[config.mk]
export PLATFORM = sky130hd
export DESIGN_NAME = parallel2serial_stream
export DESIGN_NICKNAME = d
export VERILOG_FILES = /design/src/rtl/parallel2serial_stream.sv
export SDC_FILE = /design/constraint.sdc
export NUM_CORES = 1
export LEC_CHECK = 0
export BUFFER_PORTS_ARGS = -buffer_cell sky130_fd_sc_hd__buf_2
export CAP_MARGIN = 20
export CORE_MARGIN = 10
export CORE_UTILIZATION = 45
export DETAILED_ROUTE_END_ITERATION = 10
export PLACE_DENSITY = 0.69
export SLEW_MARGIN = 20
export SYNTH_ARGS = -nofsm -noshare
export SYNTH_HDL_FRONTEND = slang
export SYNTH_SLANG_ARGS = --single-unit
[constraint.sdc]
create_clock -name clk -period 1.6 [get_ports clk]
set_input_delay 0.24 -clock clk [delete_from_list [all_inputs] [get_ports clk]]
set_output_delay 0.24 -clock clk [all_outputs]
set_load 0.02 [all_outputs]
[src/rtl/parallel2serial_stream.sv]
// parallel2serial_stream: WIDTH-bit parallel to serial converter with
// valid/ready handshakes on both sides and a one-word holding register so
// consecutive frames stream with no idle cycle between them.
//
// Handshake semantics: a transfer happens on a rising edge where both valid
// and ready are high. The producer holds valid (and data) until it sees
// ready. Ready never depends combinationally on valid. All outputs are
// decoded from registers only.
//
// Optional feature macro: P2S_PARITY_EN. When it is defined, each frame
// gets one even-parity bit (XOR of the word) appended after the data bits.
// The parity bit carries last_o. When it is undefined, no parity logic is
// built.
module parallel2serial_stream #(
  parameter int WIDTH     = 8,
  parameter int MSB_FIRST = 1
) (
  input  logic             clk,
  input  logic             reset,
  input  logic [WIDTH-1:0] parallel_i,
  input  logic             load_valid_i,
  output logic             load_ready_o,
  output logic             serial_o,
  output logic             valid_o,
  input  logic             serial_ready_i,
  output logic             last_o,
  output logic             empty_o,
  output logic             dbg_state
);

`ifdef P2S_PARITY_EN
  localparam int FRAME = WIDTH + 1;
`else
  localparam int FRAME = WIDTH;
`endif
  localparam int CW = $clog2(FRAME + 1);
  localparam logic [CW-1:0] CNT_FULL = CW'(FRAME);
  localparam logic [CW-1:0] CNT_ONE  = CW'(1);

  typedef enum logic [0:0] {
    IDLE  = 1'b0,
    SHIFT = 1'b1
  } state_t;

  state_t           state;
  logic [FRAME-1:0] shreg;
  logic [CW-1:0]    cnt;
  logic [WIDTH-1:0] hold;
  logic             hold_full;

  logic load_fire;
  logic bit_fire;
  logic end_frame;

  // Arrange a word as a frame so the first bit to leave sits at the output end
  // of the shifter; the parity bit, when present, sits at the far end.
  function automatic logic [FRAME-1:0] make_frame(input logic [WIDTH-1:0] w);
`ifdef P2S_PARITY_EN
    if (MSB_FIRST != 0) make_frame = {w, ^w};
    else                make_frame = {^w, w};
`else
    make_frame = w;
`endif
  endfunction

  // Advance the shifter one position toward its output end.
  function automatic logic [FRAME-1:0] shift_once(input logic [FRAME-1:0] s);
    if (MSB_FIRST != 0) shift_once = {s[FRAME-2:0], 1'b0};
    else                shift_once = {1'b0, s[FRAME-1:1]};
  endfunction

  assign load_ready_o = !hold_full;
  assign valid_o      = (state == SHIFT);
  assign serial_o     = valid_o & ((MSB_FIRST != 0) ? shreg[FRAME-1] : shreg[0]);
  assign last_o       = valid_o & (cnt == CNT_ONE);
  assign empty_o      = !valid_o & !hold_full;
  assign dbg_state    = state;

  assign load_fire = load_valid_i & !hold_full;
  assign bit_fire  = valid_o & serial_ready_i;
  assign end_frame = bit_fire & (cnt == CNT_ONE);

  // Shifter FSM plus holding register; words bypass hold whenever the
  // shifter is free on the edge they arrive.
  always_ff @(posedge clk) begin
    if (reset) begin
      state     <= IDLE;
      shreg     <= '0;
      cnt       <= '0;
      hold      <= '0;
      hold_full <= 1'b0;
    end else begin
      case (state)
        IDLE: begin
          if (load_fire) begin
            shreg <= make_frame(parallel_i);
            cnt   <= CNT_FULL;
            state <= SHIFT;
          end
        end
        SHIFT: begin
          if (bit_fire) begin
            if (cnt == CNT_ONE) begin
              if (hold_full) begin
                shreg     <= make_frame(hold);
                cnt       <= CNT_FULL;
                hold_full <= 1'b0;
              end else if (load_fire) begin
                shreg <= make_frame(parallel_i);
                cnt   <= CNT_FULL;
              end else begin
                shreg <= '0;
                cnt   <= '0;
                state <= IDLE;
              end
            end else begin
              shreg <= shift_once(shreg);
              cnt   <= cnt - CNT_ONE;
            end
          end
        end
        default: state <= IDLE;
      endcase

      // A word accepted while the shifter is busy (and not freed by a bypass
      // on this edge) waits in hold.
      if (load_fire && (state == SHIFT) && !(end_frame && !hold_full)) begin
        hold      <= parallel_i;
        hold_full <= 1'b1;
      end
    end
  end

endmodule

==> impl_metrics.tcl <==
set metrics [dict create \
    syn_avg_cell_area_um2 8.55 \
    clock-sinks 22 \
    yosysTopAreaCell "dfxtp_1" \
    cts_root_buf "clkbuf_4" \
    max_stage_delay_ns 0.40 \
    setup_viol_count_final 0 \
    clock_latency_ns 0.31 \
    max_slew_margin 0.715 \
    cellPowerDensity_nw_per_um2 831 \
    wl_per_cell_um 16.2 \
    critical-path-top-delay-family "flip-flops" \
    min_path_type "input pin to register" \
    grt_pass1_wl_um 5330 \
    totalWireLength_um 3080 \
    synth_flop_cell "dfxtp_1" \
    cts_tree "built" \
    fin_setup_tns_ns 0 \
    final_cell_mix "19 x nand2_1, 19 x dfxtp_1, 16 x buf_2" \
    synthesis.nets 158 \
    grt_usage 0.125 \
    cp_cell_sequence "ha_4 > and4bb_2 > buf_6" \
    dieArea_um2 5230 \
    worstSetupStartpointType "register" \
    design_area_um2 1390 \
    clk_path_buf_depth 2 \
    htree_levels 1 \
    initial_core_util 0.484 \
    whs_ns 0.157 \
    clock-skew-final_ns 0.00333 \
    finalNetCount 176 \
    cap_violations 0 \
    setup.worst_path.class "register to primary output" \
    reg2reg_slack_ns 0.12 \
    yosys.area.top_type_share 0.358 \
    core-area_um2 2540 \
    finalHoldViolCount 0 \
    synth_edf_count 0 \
    overflow 0 \
    vias 1112 \
    peakVddDrop_v 0.000551 \
    first_pass_iters 4 \
    viasPerCell 5.85 \
    cts_buffers 3 \
    run_status "completed" \
    postSynthCellCount 144 \
    rows 18 \
    drt_iter0_drc 59 \
    nFillCells 274 \
    hpwlAfterDp_um 2170 \
    gp_congestion 0.780 \
    worst_setup_path_end_kind "primary output" \
    drc_errors 0 \
    port_buffers 17 \
    syn_to_final_growth_pct 13.1 \
    critPathBufInv 1 \
    final-max-slew-violation-count 0 \
    fmax_mhz 657 \
    multi_input_area_um2 698 \
    postRouteAntennaNets 0 \
    path_clk_slew_ns 0.12 \
    antenna_cells 0 \
    regArea_um2 444 \
    synth-async-reset-ratio 0 \
    ys_warn_count 0 \
    placed_area_um2 1330 \
    synth.area.top_cells "dfxtp_1 36%, mux2i_1 7.3%, nand2_1 5.8%" \
    ys_ff_latch 22 \
    fp.dieH_um 72.3 \
    utilization 0.547 \
    grt_max_degree 15 \
    crit_required_ns 1.36 \
    grt_pass1_vias 1132 \
    worstPathArrival_ns 1.28 \
    cp_max_fo 4 \
    final.period_utilization 0.952 \
    rsz0062_at_grt "no" \
    cellLeakagePower_nw 0.559 \
    synth_area_um2 1230 \
    ys_types 33 \
    cp_slowest_cell "dfxtp_2" \
    min_period_ns 1.52 \
    hold_buffers 0 \
    seq_area_frac_synth 0.358 \
    top_level_ports 18 \
    die_w_um 72.3 \
    antenna_found_initial 0 \
    drive_gt1_frac 0.238 \
    tightestPinTransition_ns 0.428 \
]
layer usage:
metal  vias to the layer above  GRT usage  share of wire
li1                        558          -              -
met1                       520      0.155           0.45
met2                        30      0.209           0.48
met3                         4     0.0218          0.055
met4                         0     0.0495          0.010
met5                         -          0              0
report_power, final:
part           switching [mW]  total [mW]  leakage, nW  internal [mW]
logic                   0.149       0.271        0.364          0.122
registers              0.0352       0.627        0.182          0.592
clock network           0.171       0.260       0.0138         0.0882
final timing paths:
kind                  start   endpoint  cells after the start
max                  cnt[0]     last_o                      3
min          serial_ready_i  hold_full                      2
max reg2reg          cnt[0]   shreg[1]                      5
min reg2reg         hold[0]    hold[0]                      2
cells in the mapped netlist, types with 2 or more instances:
| cell | count |
|---|---|
| buf_2 | 3 |
| o211ai_1 | 7 |
| nor2_1 | 2 |
| buf_4 | 4 |
| buf_6 | 3 |
| and2_1 | 3 |
| o21ai_1 | 6 |
| ha_1 | 2 |
| o31ai_1 | 2 |
| clkbuf_1 | 3 |
| nand2_1 | 19 |
| o21ai_0 | 4 |
| inv_1 | 2 |
| nor3_1 | 8 |
| nand3_1 | 11 |
| a21o_1 | 7 |
| dfxtp_1 | 22 |
| mux2i_1 | 9 |
| a21oi_1 | 6 |
| a311oi_1 | 7 |
| or3b_1 | 2 |
final cells by class:
cell class / instances / area share
multi-input cells: 105 / 0.501
well taps: 30 / 0.0270
inverters: 4 / 0.0108
repair buffers: 26 / 0.126
flip-flops and latches: 22 / 0.319
clock buffers: 3 / 0.0162
cells by family (layout without fill, tap and decap cells):
| family | Yosys count | in the layout | share of synthesized area |
|---|---|---|---|
| flip-flops | 22 | 22 | 0.358 |
| buffers and inverters | 17 | 33 | 0.0854 |
| adder cells (fa/ha/maj) | 2 | 2 | 0.0203 |
| multiplexers | 9 | 9 | 0.0732 |
| AO/OA/AOI/OAI | 42 | 42 | 0.230 |
| AND/OR/NAND/NOR | 52 | 52 | 0.234 |
registers in the layout, summed over array words and instances (netlist names):
signal,flops
hold,8
shreg,8
cnt,4
dbg_state,1
hold_full,1
through the flow:
| stage | total power [mW] | worst slack [ns] | std cells |
|---|---|---|---|
| 3_3_place_gp | 0.889 | 0.148 | 185 |
| 4_1_cts | 1.16 | 0.00649 | 190 |
| 2_1_floorplan | 0.827 | 0.193 | 144 |
| 6_report | 1.16 | 0.0769 | 190 |
| 3_5_place_dp | 0.900 | 0.0892 | 185 |
| 5_1_grt | 1.23 | 0.0149 | 190 |
what timing repair did:
action,4_1_cts,5_1_grt
resized for setup,7,4
cloned,0,0
pin swaps,0,1
endpoints found under the setup margin,1,9
buffers inserted,2,1
No activity file was read; power rests on OpenSTA's default activity.
